==> config.mk <==
export PLATFORM = sky130hd
export DESIGN_NAME = turn_signal_ctrl
export DESIGN_NICKNAME = d
export VERILOG_FILES = /design/src/rtl/turn_signal_ctrl_pkg.sv /design/src/rtl/turn_signal_ctrl_blink_timer.sv /design/src/rtl/turn_signal_ctrl.sv
export SDC_FILE = /design/constraint.sdc
export NUM_CORES = 1
export LEC_CHECK = 0
export CAP_MARGIN = 20
export CORE_ASPECT_RATIO = 2
export CORE_MARGIN = 2
export CORE_UTILIZATION = 50
export DETAILED_ROUTE_END_ITERATION = 8
export PLACE_DENSITY = 0.76
export RECOVER_POWER = 100
export SLEW_MARGIN = 15
export SYNTH_ARGS = -nofsm -noshare
export SYNTH_HDL_FRONTEND = slang
export SYNTH_SLANG_ARGS = --single-unit
==> constraint.sdc <==
create_clock -name clk -period 2.6 [get_ports clk]
set_input_delay 0.52 -clock clk [delete_from_list [all_inputs] [get_ports clk]]
set_output_delay 0.52 -clock clk [all_outputs]
set_load 0.03 [all_outputs]
==> src/rtl/turn_signal_ctrl_pkg.sv <==
// Shared car definitions for the turn-signal controller: mode encodings,
// FSM state encoding and small lamp-decode helpers.
package turn_signal_ctrl_pkg;

    // Driver-selected operating mode. Only MODE_OFF changes behaviour here;
    // the three active modes blink identically.
    localparam logic [1:0] MODE_OFF    = 2'b00;
    localparam logic [1:0] MODE_MANUAL = 2'b01;
    localparam logic [1:0] MODE_SEMI   = 2'b10;
    localparam logic [1:0] MODE_AUTO   = 2'b11;

    typedef enum logic [1:0] {
        IDLE   = 2'b00,
        LEFT   = 2'b01,
        RIGHT  = 2'b10,
        HAZARD = 2'b11
    } state_t;

    // True when the left lamp belongs to the blinking set in state s.
    function automatic logic drives_left(input state_t s);
        return (s == LEFT) || (s == HAZARD);
    endfunction

    // True when the right lamp belongs to the blinking set in state s.
    function automatic logic drives_right(input state_t s);
        return (s == RIGHT) || (s == HAZARD);
    endfunction

endpackage

==> src/rtl/turn_signal_ctrl_blink_timer.sv <==
// Half-period timer: counts 0..HALF_PERIOD-1, toggles phase on every wrap.
// clear forces counter=0 and phase=1 so a newly entered state starts lit.
// fall is a registered pulse, high in the first cycle of each off half.
// last flags the terminal count, i.e. phase toggles at the coming edge
// unless clear is asserted.
module blink_timer #(
    parameter int HALF_PERIOD = 50_000_000
) (
    input  logic clk,
    input  logic rst_n,
    input  logic clear,
    output logic phase,
    output logic fall,
    output logic last
);

    localparam int CW = (HALF_PERIOD > 2) ? $clog2(HALF_PERIOD) : 1;
    localparam logic [CW-1:0] LAST_CNT = CW'(HALF_PERIOD - 1);

    logic [CW-1:0] cnt;

    assign last = (cnt == LAST_CNT);

    // Counter, phase and fall pulse; clear has priority over the wrap.
    always_ff @(posedge clk or negedge rst_n) begin
        if (!rst_n) begin
            cnt   <= '0;
            phase <= 1'b0;
            fall  <= 1'b0;
        end else if (clear) begin
            cnt   <= '0;
            phase <= 1'b1;
            fall  <= 1'b0;
        end else if (last) begin
            cnt   <= '0;
            phase <= ~phase;
            fall  <= phase;
        end else begin
            cnt   <= cnt + 1'b1;
            fall  <= 1'b0;
        end
    end

endmodule

==> src/rtl/turn_signal_ctrl.sv <==
// Turn-signal / hazard controller. One FSM (IDLE, LEFT, RIGHT, HAZARD)
// drives a shared blink timer; every state entry restarts the blink with
// the lamp lit. LEFT/RIGHT honour a comfort-flash minimum and leave only
// at the end of an off half, so the lamp is dark on exit.
// Lamp outputs and busy are registered from the next state and next phase
// so they line up with the state register cycle for cycle.
module turn_signal_ctrl
    import turn_signal_ctrl_pkg::*;
#(
    parameter int HALF_PERIOD     = 50_000_000,
    parameter int COMFORT_FLASHES = 3
) (
    input  logic       clk,
    input  logic       rst_n,
    input  logic [1:0] mode,
    input  logic       turn_left,
    input  logic       turn_right,
    input  logic       hazard,
    output logic       left_light,
    output logic       right_light,
    output logic       busy
);

    localparam int FW = $clog2(COMFORT_FLASHES + 1);
    localparam logic [FW-1:0] FLASH_MAX = FW'(COMFORT_FLASHES);

    state_t        state;
    state_t        state_nxt;
    logic [FW-1:0] flash_cnt;
    logic          phase;
    logic          fall;
    logic          last;
    logic          entry;
    logic          clear;
    logic          phase_nxt;
    logic          comfort_done;

    blink_timer #(
        .HALF_PERIOD (HALF_PERIOD)
    ) u_timer (
        .clk   (clk),
        .rst_n (rst_n),
        .clear (clear),
        .phase (phase),
        .fall  (fall),
        .last  (last)
    );

    // Minimum flashes done and the current off half ends at this edge.
    assign comfort_done = (flash_cnt == FLASH_MAX) && !phase && last;

    // Next-state decode: power-off first, then hazard / both-turns, then
    // single requests with the comfort rule for LEFT/RIGHT exit.
    always_comb begin
        state_nxt = state;
        if (mode == MODE_OFF) begin
            state_nxt = IDLE;
        end else if (hazard || (turn_left && turn_right)) begin
            state_nxt = HAZARD;
        end else begin
            case (state)
                IDLE: begin
                    if (turn_left)       state_nxt = LEFT;
                    else if (turn_right) state_nxt = RIGHT;
                end
                LEFT: begin
                    if (turn_right)                    state_nxt = RIGHT;
                    else if (!turn_left && comfort_done) state_nxt = IDLE;
                end
                RIGHT: begin
                    if (turn_left)                      state_nxt = LEFT;
                    else if (!turn_right && comfort_done) state_nxt = IDLE;
                end
                HAZARD: begin
                    if (turn_left)       state_nxt = LEFT;
                    else if (turn_right) state_nxt = RIGHT;
                    else                 state_nxt = IDLE;
                end
                default: state_nxt = IDLE;
            endcase
        end
    end

    // Timer restart on entry into a blinking state; held cleared in IDLE.
    always_comb begin
        entry     = (state_nxt != state) && (state_nxt != IDLE);
        clear     = entry || (state_nxt == IDLE);
        phase_nxt = clear ? 1'b1 : (last ? ~phase : phase);
    end

    // FSM state, saturating flash counter and registered lamp/busy outputs.
    always_ff @(posedge clk or negedge rst_n) begin
        if (!rst_n) begin
            state       <= IDLE;
            flash_cnt   <= '0;
            left_light  <= 1'b0;
            right_light <= 1'b0;
            busy        <= 1'b0;
        end else begin
            state <= state_nxt;
            if (clear) begin
                flash_cnt <= '0;
            end else if (fall && (flash_cnt != FLASH_MAX)) begin
                flash_cnt <= flash_cnt + 1'b1;
            end
            left_light  <= phase_nxt && drives_left(state_nxt);
            right_light <= phase_nxt && drives_right(state_nxt);
            busy        <= (state_nxt != IDLE);
        end
    end

endmodule

==> impl_metrics.yaml <==
sta:
  finalSetupViolCount: 0
  finalHoldViolCount: 0
  final_max_slew_viol_count: 0
  clock_skew_ps: 11.8
  setup_ws_ps: 301
  worst_slew_pin_slew_ps: 862
  fmax_mhz: 435
  tns_ps: 0
  fin_crit_sh: 0.884
  rsz0062_at_grt: "false"
  slew_headroom: 0.425
  min_period_ps: 2300
  hold_slack_ps: 504
worst_setup_path:
  regToRegSetupSlack_ps: 300
  path_delay_family: "simple AND/OR/NAND/NOR gates"
  cpMostUsedCell: "ha_1"
  cp_slowest_cell: "nor3b_1"
  critPathLaunchType: "register"
  critPathBufInv: 0
  critPathKind: "reg -> reg"
  cp-end-kind: "register"
  critPathArrivalTime_ps: 2480
  crit_chain: "ha_1, nand3_1, or2_0, nor3b_1, ha_1, or2_2"
  crit_fanout: 4
  cp_data_required_time_ps: 2780
  cp_slowest_stage_delay_ps: 460
yosys:
  ys_ff_latch: 35
  async_flop_share: 1.00
  synth-edff-count: 0
  yosys_warnings: 0
  ys_seq_area_frac: 0.488
  syn-num-nets: 184
  syn_area_mm2: 0.00179
  synth_top_cell_by_area: "dfrtp_1"
  synth_top_cell_area_share: 0.488
  syn_inst: 174
  synth_area_leaders: "dfrtp_1, nor2_1, xor2_1, xnor2_1, nand3_1"
  ys.flop_type: "dfrtp_1"
  postSynthAreaPerCell_um2: 10.3
  synthDistinctLibCells: 36
die:
  die-area_mm2: 0.00411
  num_rows: 30
  fp.coreArea_mm2: 0.00342
  io_pins: 10
  fp.dieW_um: 46.3
  fp.dieH_um: 88.7
  start_util: 0.525
min_path:
  hold_path.class: "reg -> reg"
finish:
  final_util: 0.592
  nets: 203
  mostFrequentLayoutCell: "nor2_1"
  drive_gt1_frac: 0.134
  syn_to_final_growth_pct: 12.8
  final_cell_mix: "nor2_1, dfrtp_1, xor2_1, nand3_1, xnor2_1"
  diodes: 0
clocking:
  cts_buffers: 5
  cts.clk_slew.worst_paths_ps: 80
  cts_sinks: 35
  post-cts-setup-buffer-count: 0
  cts_hold_buf: 0
  cts_tree: "done"
  clock_path_buffers: 2
  htree_levels: 2
  cts_resized: 0
  clk_latency_ps: 290
  cts_root_buffer: "clkbuf_8"
routing:
  first_pass_iters: 4
  drc: 0
  wl_per_cell_um: 14.2
  via_count: 1290
  drt_iter0_drc: 19
  via_per_inst: 5.33
  postRouteAntennaNets: 0
  wl_um: 3430
pwr:
  p_per_area_mw_per_mm2: 520
  ir_drop_v: 0.000330
  p_leak_nw: 0.817
global_routing:
  grt_usage: 0.199
  grt_pass1_vias: 1315
  antenna_found_initial: 0
  grt_max_degree: 36
  grt_pass1_wl_um: 5870
  overflow: 0
status:
  outcome: "finished clean"
place:
  portBuffers: 9
  gp_congestion: 0.836
  hpwl_um: 2550
  dp_slack_ps: 104
job:
  maxCapViolCount: 0
[through the flow]
stage,cells,total power [mW],area (µm²)
after global routing,242,1.10,2020
after detailed placement,234,0.677,1960
after CTS,242,1.07,2050
final,242,1.05,2020
after floorplan,174,0.638,1790
after global placement,234,0.673,1960
[sequential cells by signal (all words and copies together) (netlist names)]
register,count
u_timer.cnt,26
u_timer.phase,1
state,2
busy,1
right_light,1
u_timer.fall,1
flash_cnt,2
left_light,1
[cell usage after synthesis (2+ instances only)]
cell	count
buf_6	2
and3_1	4
inv_1	6
and4_1	4
nor3b_1	5
xor2_1	15
nand2b_1	2
dfrtp_1	35
nand4_1	5
ha_1	3
nor4b_1	2
or2_2	3
nor2_1	37
nand3_1	12
xnor2_1	8
a21oi_1	4
nor4_2	2
nand2_1	7
[area by class of cell]
| class | instances | area, µm² |
|---|---|---|
| clock buffer | 5 | 68.8 |
| clock inverter | 3 | 20.0 |
| fill | 290 | 1390 |
| inverter | 6 | 22.5 |
| multi-input combinational | 130 | 843 |
| sequential | 35 | 876 |
| tap | 48 | 60.1 |
| timing repair buffer | 15 | 133 |
[metal layers]
metal,share of wire,GRT usage
met1,0.37,0.202
met2,0.57,0.365
met3,0.039,0.0429
met4,0.019,0.0857
met5,0,0
[where the power goes]
group          leakage, nW  switching, mW  internal, mW  total [mW]
combinational        0.310         0.0596        0.0357      0.0953
clock               0.0402          0.208         0.186       0.395
sequential           0.467        0.00706         0.554       0.561
total                0.817          0.275         0.776        1.05
[path summary, 6_finish.rpt]
kind                                  endpoint           start  cells past startpoint
worst max-delay path             u_timer.phase  u_timer.cnt[0]                      6
worst min-delay path            u_timer.cnt[0]  u_timer.cnt[0]                      1
worst max register to register   u_timer.phase  u_timer.cnt[0]                      6
worst min register to register  u_timer.cnt[0]  u_timer.cnt[0]                      1
max in group asynchronous       u_timer.cnt[4]           rst_n                      2
min in group asynchronous             state[0]           rst_n                      2
[kinds of logic (layout without fill, tap and decap cells)]
group	Yosys count	after routing	share of synthesized area
AND/OR/NAND/NOR	89	89	0.264
flip-flops	35	35	0.488
XOR/XNOR	23	23	0.112
AO/OA/AOI/OAI	14	14	0.0817
buffers and inverters	9	29	0.0272
adder cells (fa/ha/maj)	3	3	0.0209
multiplexers	1	1	0.00558
(Power assumes the default switching activity.)
